### config.mk
export PLATFORM = sky130hd
export DESIGN_NAME = mbfft_ctrl_p
export DESIGN_NICKNAME = d
export VERILOG_FILES = /design/src/rtl/mbfft_ctrl_p.sv
export SDC_FILE = /design/constraint.sdc
export NUM_CORES = 1
export LEC_CHECK = 0
export ABC_AREA = 1
export CORE_MARGIN = 4
export CORE_UTILIZATION = 55
export DETAILED_ROUTE_END_ITERATION = 10
export GPL_TIMING_DRIVEN = 0
export HOLD_SLACK_MARGIN = 0.06
export PLACE_DENSITY = 0.83
export SKIP_CTS_REPAIR_TIMING = 1
export SYNTH_ARGS = -nofsm -noshare
export SYNTH_HDL_FRONTEND = slang
export SYNTH_SLANG_ARGS = --single-unit
export TNS_END_PERCENT = 1
### constraint.sdc
create_clock -name clk -period 4.2 [get_ports clk]
set_input_delay 0.84 -clock clk [delete_from_list [all_inputs] [get_ports clk]]
set_output_delay 0.84 -clock clk [all_outputs]
set_load 0.05 [all_outputs]
### src/rtl/mbfft_ctrl_p.sv
// Sequencer for a memory-based radix-2 DIF FFT on two dual-port banks:
// frame load, LOG2N in-place butterfly stages and bit-reversed unload.
module mbfft_ctrl_p #(
    parameter int LOG2N  = 4,
    parameter int BF_LAT = 3
) (
    input  logic             clk,
    input  logic             rst,
    input  logic             in_vld,
    output logic             in_rdy,
    output logic             out_vld,
    input  logic             out_rdy,
    input  logic             inv,
    output logic             tw_conj,
    output logic             sel_din,
    output logic             wr_en_b0,
    output logic             wr_en_b1,
    output logic [LOG2N-2:0] wr_addr_b0,
    output logic [LOG2N-2:0] wr_addr_b1,
    output logic             wr_swap,
    output logic [LOG2N-2:0] rd_addr_b0,
    output logic [LOG2N-2:0] rd_addr_b1,
    output logic             rd_swap,
    output logic             bf_vld,
    output logic [LOG2N-2:0] tw_addr,
    output logic [3:0]       stage,
    output logic             busy
);

    localparam int N  = 1 << LOG2N;
    localparam int AW = LOG2N - 1;
    localparam int DW = (BF_LAT > 1) ? $clog2(BF_LAT) : 1;
    localparam logic [LOG2N-1:0] K_LAST = LOG2N'(N - 1);
    localparam logic [LOG2N-1:0] J_LAST = LOG2N'(N / 2 - 1);
    localparam logic [DW-1:0]    D_LAST = DW'(BF_LAT - 1);
    localparam logic [3:0]       S_LAST = 4'(LOG2N - 1);

    typedef enum logic [1:0] {ST_LOAD, ST_COMPUTE, ST_DRAIN, ST_UNLOAD} state_t;

    function automatic logic bank_of(input logic [LOG2N-1:0] i);
        return ^i;
    endfunction

    function automatic logic [AW-1:0] row_of(input logic [LOG2N-1:0] i);
        return i[LOG2N-1:1];
    endfunction

    function automatic logic [LOG2N-1:0] bitrev(input logic [LOG2N-1:0] x);
        logic [LOG2N-1:0] r;
        for (int i = 0; i < LOG2N; i++) r[i] = x[LOG2N-1-i];
        return r;
    endfunction

    state_t           state_q, state_d;
    logic [LOG2N-1:0] cnt_q, cnt_d;
    logic [DW-1:0]    dcnt_q, dcnt_d;
    logic [3:0]       stage_q, stage_d;
    logic             inv_q, inv_d;
    logic             out_vld_q, out_vld_d;
    logic [BF_LAT-1:0] sr_vld_q, sr_vld_d;
    logic [BF_LAT-1:0] sr_swap_q, sr_swap_d;
    logic [AW-1:0]     sr_a0_q [BF_LAT];
    logic [AW-1:0]     sr_a0_d [BF_LAT];
    logic [AW-1:0]     sr_a1_q [BF_LAT];
    logic [AW-1:0]     sr_a1_d [BF_LAT];

    logic             acc, xfer;
    logic [3:0]       b;
    logic [LOG2N-1:0] lo_mask, p, q, tw_full, ka, ri;

    assign tw_conj = inv_q;
    assign stage   = stage_q;
    assign out_vld = out_vld_q;
    assign busy    = (state_q != ST_LOAD);

    always_comb begin
        state_d    = state_q;
        cnt_d      = cnt_q;
        dcnt_d     = dcnt_q;
        stage_d    = stage_q;
        inv_d      = inv_q;
        out_vld_d  = out_vld_q;
        in_rdy     = 1'b0;
        sel_din    = 1'b0;
        wr_en_b0   = 1'b0;
        wr_en_b1   = 1'b0;
        wr_addr_b0 = '0;
        wr_addr_b1 = '0;
        wr_swap    = 1'b0;
        rd_addr_b0 = '0;
        rd_addr_b1 = '0;
        rd_swap    = 1'b0;
        bf_vld     = 1'b0;
        tw_addr    = '0;
        acc        = 1'b0;
        xfer       = 1'b0;
        b          = 4'(LOG2N - 1) - stage_q;
        lo_mask    = (LOG2N'(1) << b) - LOG2N'(1);
        p          = ((cnt_q & ~lo_mask) << 1) | (cnt_q & lo_mask);
        q          = p | (LOG2N'(1) << b);
        tw_full    = (p & lo_mask) << stage_q;
        ka         = '0;
        ri         = '0;

        case (state_q)
            ST_LOAD: begin
                in_rdy = 1'b1;
                acc    = in_vld & ~rst;
                if (acc) begin
                    sel_din    = 1'b1;
                    wr_en_b0   = ~bank_of(cnt_q);
                    wr_en_b1   = bank_of(cnt_q);
                    wr_addr_b0 = row_of(cnt_q);
                    wr_addr_b1 = row_of(cnt_q);
                    wr_swap    = bank_of(cnt_q);
                    cnt_d      = cnt_q + 1'b1;
                    if (cnt_q == K_LAST) begin
                        state_d = ST_COMPUTE;
                        cnt_d   = '0;
                        stage_d = '0;
                        inv_d   = inv;
                    end
                end
            end
            ST_COMPUTE: begin
                bf_vld  = 1'b1;
                rd_swap = bank_of(p);
                if (bank_of(p)) begin
                    rd_addr_b0 = row_of(q);
                    rd_addr_b1 = row_of(p);
                end else begin
                    rd_addr_b0 = row_of(p);
                    rd_addr_b1 = row_of(q);
                end
                tw_addr = tw_full[AW-1:0];
                cnt_d   = cnt_q + 1'b1;
                if (cnt_q == J_LAST) begin
                    state_d = ST_DRAIN;
                    cnt_d   = '0;
                    dcnt_d  = '0;
                end
            end
            ST_DRAIN: begin
                // Hold off the next stage until the last write-back has issued.
                dcnt_d = dcnt_q + 1'b1;
                if (dcnt_q == D_LAST) begin
                    dcnt_d = '0;
                    if (stage_q == S_LAST) begin
                        state_d = ST_UNLOAD;
                        stage_d = '0;
                        cnt_d   = '0;
                    end else begin
                        state_d = ST_COMPUTE;
                        stage_d = stage_q + 1'b1;
                    end
                end
            end
            ST_UNLOAD: begin
                // Look ahead by the transfer so the bank output is valid next cycle.
                xfer       = out_vld_q & out_rdy;
                ka         = cnt_q + LOG2N'(xfer);
                ri         = bitrev(ka);
                rd_swap    = bank_of(ri);
                rd_addr_b0 = row_of(ri);
                rd_addr_b1 = row_of(ri);
                out_vld_d  = 1'b1;
                if (xfer) begin
                    cnt_d = cnt_q + 1'b1;
                    if (cnt_q == K_LAST) begin
                        state_d   = ST_LOAD;
                        cnt_d     = '0;
                        out_vld_d = 1'b0;
                    end
                end
            end
            default: state_d = ST_LOAD;
        endcase

        if (sr_vld_q[BF_LAT-1]) begin
            sel_din    = 1'b0;
            wr_en_b0   = 1'b1;
            wr_en_b1   = 1'b1;
            wr_addr_b0 = sr_a0_q[BF_LAT-1];
            wr_addr_b1 = sr_a1_q[BF_LAT-1];
            wr_swap    = sr_swap_q[BF_LAT-1];
        end

        sr_vld_d[0]  = bf_vld;
        sr_swap_d[0] = rd_swap;
        sr_a0_d[0]   = rd_addr_b0;
        sr_a1_d[0]   = rd_addr_b1;
        for (int i = 1; i < BF_LAT; i++) begin
            sr_vld_d[i]  = sr_vld_q[i-1];
            sr_swap_d[i] = sr_swap_q[i-1];
            sr_a0_d[i]   = sr_a0_q[i-1];
            sr_a1_d[i]   = sr_a1_q[i-1];
        end
    end

    always_ff @(posedge clk or posedge rst) begin
        if (rst) begin
            state_q   <= ST_LOAD;
            cnt_q     <= '0;
            dcnt_q    <= '0;
            stage_q   <= '0;
            inv_q     <= 1'b0;
            out_vld_q <= 1'b0;
            sr_vld_q  <= '0;
        end else begin
            state_q   <= state_d;
            cnt_q     <= cnt_d;
            dcnt_q    <= dcnt_d;
            stage_q   <= stage_d;
            inv_q     <= inv_d;
            out_vld_q <= out_vld_d;
            sr_vld_q  <= sr_vld_d;
        end
    end

    // Write-back payload; only meaningful alongside its valid bit.
    always_ff @(posedge clk) begin
        sr_swap_q <= sr_swap_d;
        for (int i = 0; i < BF_LAT; i++) begin
            sr_a0_q[i] <= sr_a0_d[i];
            sr_a1_q[i] <= sr_a1_d[i];
        end
    end

endmodule

==> results_dict.tcl, run 1 <==
set metrics [dict create \
    clock_path_buffers 2 \
    core_sq_um 3360 \
    cts_buffers 5 \
    nets 293 \
    vdd_drop_max_mv 0.496 \
    drive_above_1_share_pct 14.4 \
    clock_sinks 38 \
    p_seq_share_pct 26.8 \
    p_switching_mw 1.10 \
    min_path_cells 0 \
    placed_area_sq_um 2310 \
    status "completed" \
    synth_common_cells "nand2_1, inv_1, dfxtp_1" \
    yosysSeqAreaShare_pct 44.0 \
    synth_ff_type "dfxtp_1" \
    worst-path-max-fanout 2 \
    gr-usage-all-layers_pct 19.2 \
    fp-row-count 21 \
    r2r_cells 12 \
    clkPwrFrac_pct 11.4 \
    antenna_found_initial 0 \
    die_y_um 67.1 \
    antennaDiodeCount 0 \
    h-tree-depth 2 \
    yosysTopAreaCellShare_pct 22.1 \
    worst_slew_pin_slew_ns 0.665 \
    root_buffer "clkbuf_4" \
    p_sw_share_pct 50.4 \
    yosys_warnings 0 \
    cts_tree "done" \
    synth_cells 237 \
    place.gp.congestion 0.876 \
    hold_class "reg2reg" \
    firstDrtPassIters 4 \
    yosysMostFrequentCell "nand2_1" \
    path_class "in2out" \
    dieWidth_um 67.1 \
    synth_nets 253 \
    rsz0062_at_grt "no" \
    synth_enable_flop_cells 0 \
    cp.required_ns 3.36 \
    hold_violations 0 \
    yosys-top-cells-area "dfrtp_1, dfxtp_1, nand2_1" \
    final_area_sq_um 2390 \
    top_usage_layer "met2" \
    cp_num_buf_inv 4 \
    grt_start_max_net_pins 18 \
    dr.first_iter.drc_count 74 \
    r2r_slack_ns 2.30 \
    hold_start "sr_a1_q[0][0]" \
    io_pins 34 \
    finalSetupTns_ns 0 \
    wirelength_um 4000 \
    clock.fmax_mhz 253 \
    clk_latency_ns 0.33 \
    path_delay_family "buffers and inverters" \
    hold-worst-slack_ns 0.339 \
    area_growth_pct 24.2 \
    async_flop_share_pct 44.7 \
    cp-end-kind "primary output" \
    fin_ws_ns 0.244 \
    yosysTopAreaCell "dfrtp_1" \
    vias 1638 \
    p_leak_nw 1.19 \
    p_per_area_nw_per_um2 914 \
    combPwrFrac_pct 61.8 \
    r2r-start "stage[2]" \
    via_per_inst 5.06 \
    maxSlewViolCount 0 \
    drv_cap 0 \
    cp_slowest_cell "clkdlybuf4s50_1" \
    r2r-end "sr_a1_q[0][1]" \
    syn_area_sq_um 1920 \
    groute.layer.met1.usage_pct 24.7 \
    start_util_pct 57.1 \
    dpl.hpwl_um 3040 \
    use_met3_pct 3.88 \
    synth.distinct_cells 35 \
    drc 0 \
    grt_pass1_wl_um 6530 \
    p_int_mw 1.08 \
    setup-violations-final 0 \
    met2_usage_pct 31.9 \
    critPathMaxStageDelay_ns 0.68 \
    syn_area_per_cell_sq_um 8.10 \
    ant_nets 0 \
    min_to "sr_a1_q[0][3]" \
    clkTransAtPathRegs_ns 0.11 \
    skew_ns 0.00443 \
    startpoint_type "input port" \
    min_period_over_period_pct 94.2 \
    grt_overflow 0 \
    finalCriticalPeriod_ns 3.96 \
    slew_headroom_pct 55.6 \
    critPathArrivalTime_ns 3.12 \
    grt_pass1_vias 1473 \
    crit_chain "clkdlybuf4s50_1 > nand2_1 > inv_1 > ha_1 > ha_1 > a22oi_1 > o21ai_1 > buf_4 > clkdlybuf4s50_1" \
    portBuffers 33 \
    synth-seq-cells 38 \
    wl_per_cell_um 12.4 \
    die-area_sq_um 4500 \
    place_ws_ns 0.0336 \
]
## power groups by stage
stage	clock network [mW]	logic, mW	registers (mW)
6_report	0.248	1.35	0.585
4_1_cts	0.253	1.35	0.585
2_1_floorplan	0	0.971	0.611
3_3_place_gp	0	1.32	0.588
5_1_grt	0.268	1.47	0.597
3_5_place_dp	0	1.34	0.593
## per-layer routing
| metal | part of all wire [%] | routed length [um] |
|---|---|---|
| met1 | 46 | 1860 |
| met2 | 49 | 1940 |
| met3 | 3.5 | 141 |
| met4 | 1.5 | 61 |
| met5 | 0 | 0 |
## stage by stage
step           utilization (%)  power [mW]  instances
3_3_place_gp              68.6        1.91        316
6_report                  70.9        2.18        324
5_1_grt                   70.9        2.33        324
4_1_cts                   71.0        2.19        324
2_1_floorplan                -        1.58        237
3_5_place_dp              68.6        1.94        316
## cell families after synthesis
family / count (synthesis) / synth area share (%)
flops: 38 / 44.0
xor+xnor: 7 / 3.19
compound gates: 37 / 10.7
fa+ha+maj: 11 / 7.17
simple gates: 106 / 25.7
buf+inv: 38 / 9.19
## flip-flops by register name (all words and copies together) (netlist names)
| name | flops |
|---|---|
| sr_a1_q | 9 |
| out_vld | 1 |
| sr_swap_q | 3 |
| stage | 4 |
| sr_a0_q | 9 |
| sr_vld_q | 3 |
| tw_conj | 1 |
| state_q | 2 |
| dcnt_q | 2 |
| cnt_q | 4 |
## worst reg2reg max path, stage by stage, from the launching register on
cell	delay, ns
dfrtp_1	0.38
buf_6	0.15
inv_1	0.05
ha_1	0.37
nor2_8	0.14
inv_2	0.05
nand2_1	0.07
nand2_1	0.08
nand2_1	0.06
nand2_1	0.07
nand2_1	0.11
nand2_4	0.08
o21ai_1	0.20
## final cells by class
cell class	count	area [sq um]
fillers	312	977
multi-input cells	161	898
flip-flops and latches	38	846
repair buffers	33	328
inverters	27	101
plain buffers	11	75.1
well taps	46	57.6
clock inverters	3	42.5
clock buffers	5	37.5
## how the worst max path moves through the flow
stage,start,end,depth (start not counted)
after floorplan,out_rdy,rd_swap,8
after global placement,out_rdy,rd_swap,10
after detailed placement,out_rdy,rd_swap,10
after CTS,out_rdy,rd_swap,10
after global routing,stage[2],rd_addr_b1[2],14
final,out_rdy,rd_addr_b1[1],9
## placed cells by master (no fill, tap or decap), types with 2 or more instances in the layout
cell / synthesis / layout
a22oi_1: 2 / 2
nand2_2: 6 / 6
xor2_1: 3 / 3
nor3_1: 2 / 2
buf_4: 6 / 8
nor2_2: 4 / 4
nand3_1: 14 / 14
nand2_4: 2 / 2
nor2_1: 15 / 15
inv_1: 22 / 22
inv_4: 0 / 2
o21ai_0: 17 / 17
dfxtp_1: 21 / 21
nand2_1: 56 / 56
inv_2: 5 / 5
nand4_1: 2 / 2
o21ai_1: 7 / 7
a21oi_1: 4 / 4
xnor2_1: 4 / 4
clkdlybuf4s50_1: 0 / 30
clkbuf_4: 0 / 5
o21a_1: 2 / 2
ha_1: 11 / 11
buf_2: 2 / 2
dfrtp_1: 17 / 17
Note: power is estimated with default switching activity, not from simulation.
==> run 2, diff against run 1 <==
--- a/config.mk
+++ b/config.mk
@@ -9,7 +9,7 @@
 export CORE_MARGIN = 4
 export CORE_UTILIZATION = 55
 export DETAILED_ROUTE_END_ITERATION = 10
-export GPL_TIMING_DRIVEN = 0
+export GPL_TIMING_DRIVEN = 1
 export HOLD_SLACK_MARGIN = 0.06
 export PLACE_DENSITY = 0.83
 export SKIP_CTS_REPAIR_TIMING = 1
==> results_dict.tcl, run 2 (same netlist as run 1, synthesis figures left out) <==
set metrics [dict create \
    io_pins 34 \
    core_sq_um 3360 \
    r2r_slack_ns 2.08 \
    cp_slowest_cell "clkdlybuf4s50_1" \
    start_util_pct 57.1 \
    critPathArrivalTime_ns 3.09 \
    drv_cap 0 \
    grt_pass1_vias 1453 \
    hold_class "reg2reg" \
    path_class "reg2out" \
    dpl.hpwl_um 2930 \
    r2r-start "stage[2]" \
    r2r-end "sr_swap_q[0]" \
    final_common_cell "nand2_1" \
    area_growth_pct 19.8 \
    skew_ns 0.00558 \
    finalCriticalPeriod_ns 3.93 \
    drc 0 \
    cts_tree "done" \
    hold_start "sr_a0_q[0][5]" \
    vias 1592 \
    grt_pass1_wl_um 6400 \
    clock.fmax_mhz 255 \
    worst-path-max-fanout 8 \
    crit_chain "inv_1 > ha_1 > nor2_8 > inv_2 > nand2_1 > nand2_1 > nand2_1 > nand2_1 > inv_1 > nand2_2 > nand2_4 > nand3_1 > nand2_1 > clkdlybuf4s50_1" \
    grt_overflow 0 \
    portBuffers 33 \
    antennaDiodeCount 0 \
    finalSetupTns_ns 0 \
    place.gp.congestion 0.857 \
    largestRegisters "sr_a0_q: 9 flops, sr_a1_q: 9 flops" \
    min_to "sr_a0_q[0][8]" \
    drive_above_1_share_pct 11.6 \
    final_util_pct 68.4 \
    maxSlewViolCount 0 \
    min_period_over_period_pct 93.5 \
    cp.required_ns 3.36 \
    die-area_sq_um 4500 \
    cp-end-kind "primary output" \
    ant_nets 0 \
    dr.first_iter.drc_count 36 \
    dieWidth_um 67.1 \
    hold_violations 0 \
    rsz0062_at_grt "no" \
    status "completed" \
    worst_slew_pin_slew_ns 0.664 \
    clkTransAtPathRegs_ns 0.12 \
    layout_common_cells "nand2_1, clkdlybuf4s50_1, inv_1" \
    fp-row-count 21 \
    slew_headroom_pct 55.7 \
    h-tree-depth 2 \
    antenna_found_initial 0 \
    setup-violations-final 0 \
    startpoint_type "flop" \
    critPathMaxStageDelay_ns 0.80 \
    firstDrtPassIters 4 \
    clock_path_buffers 2 \
    via_per_inst 5.09 \
    clk_latency_ns 0.33 \
    nets 282 \
    min_path_cells 0 \
    path_delay_family "buffers and inverters" \
    wirelength_um 3760 \
    cts_buffers 5 \
    clock_sinks 38 \
    path_common_cell "nand2_1" \
    die_y_um 67.1 \
    r2r_cells 13 \
    cp_num_buf_inv 4 \
    gr-usage-all-layers_pct 18.6 \
    hold-worst-slack_ns 0.337 \
    root_buffer "clkbuf_4" \
    wl_per_cell_um 12.0 \
    grt_start_max_net_pins 18 \
]
==> run 2: layout make-up <==
class | count | area, sq um
timing repair buffer | 33 | 335
fill | 297 | 1060
sequential | 38 | 846
clock inverter | 2 | 11.3
inverter | 27 | 101
clock buffer | 6 | 51.3
tap | 46 | 57.6
multi-input combinational | 161 | 898
==> run 2: through the flow <==
| stage | std cells | instance area, sq um | setup slack (ns) |
|---|---|---|---|
| after floorplan | 237 | 1920 | 0.808 |
| after global placement | 305 | 2240 | 0.426 |
| after detailed placement | 305 | 2240 | 0.410 |
| after CTS | 313 | 2300 | 0.244 |
| after global routing | 313 | 2300 | 0.0844 |
| final | 313 | 2300 | 0.272 |
==> run 2: per-layer routing <==
layer | global-route usage (%) | wire length, um | up-vias
li1 | - | - | 810
met1 | 24.3 | 1700 | 730
met2 | 29.9 | 1790 | 42
met3 | 4.72 | 204 | 10
met4 | 5.57 | 62 | 0
met5 | 0 | 0 | -
==> run 2: worst max-delay path by stage <==
stage / startpoint / to / slack [ns] / depth (start not counted)
global route: stage[2] / rd_addr_b1[2] / 0.08 / 12
CTS: stage[2] / rd_addr_b0[2] / 0.24 / 12
detailed placement: out_rdy / rd_addr_b1[1] / 0.41 / 8
floorplan: out_rdy / rd_swap / 0.81 / 8
finish: stage[2] / rd_addr_b0[2] / 0.27 / 14
global placement: out_rdy / rd_addr_b1[1] / 0.43 / 8
==> run 2: worst register-to-register path, stage by stage (launching register included) <==
cell     delay (ns)
dfrtp_1        0.59
inv_1          0.09
ha_1           0.39
nor2_8         0.15
inv_2          0.05
nand2_1        0.07
nand2_1        0.08
nand2_1        0.07
nand2_1        0.07
inv_1          0.06
nand2_2        0.06
nand2_4        0.09
nand2_1        0.07
o21ai_1        0.19
Power of run 2 is not shown: default switching activity piles up to over one toggle a cycle in this logic, so the estimate is an artifact.
==> run 3, diff against run 2 <==
--- a/config.mk
+++ b/config.mk
@@ -8,11 +8,13 @@
 export ABC_AREA = 1
 export CORE_MARGIN = 4
 export CORE_UTILIZATION = 55
+export CTS_CLUSTER_DIAMETER = 150
 export DETAILED_ROUTE_END_ITERATION = 10
-export GPL_TIMING_DRIVEN = 1
+export GPL_TIMING_DRIVEN = 0
 export HOLD_SLACK_MARGIN = 0.06
 export PLACE_DENSITY = 0.83
 export SKIP_CTS_REPAIR_TIMING = 1
+export SLEW_MARGIN = 40
 export SYNTH_ARGS = -nofsm -noshare
 export SYNTH_HDL_FRONTEND = slang
 export SYNTH_SLANG_ARGS = --single-unit
==> results of run 3 <==
The final DEF is identical to that of run 1; final timing and power are the same.
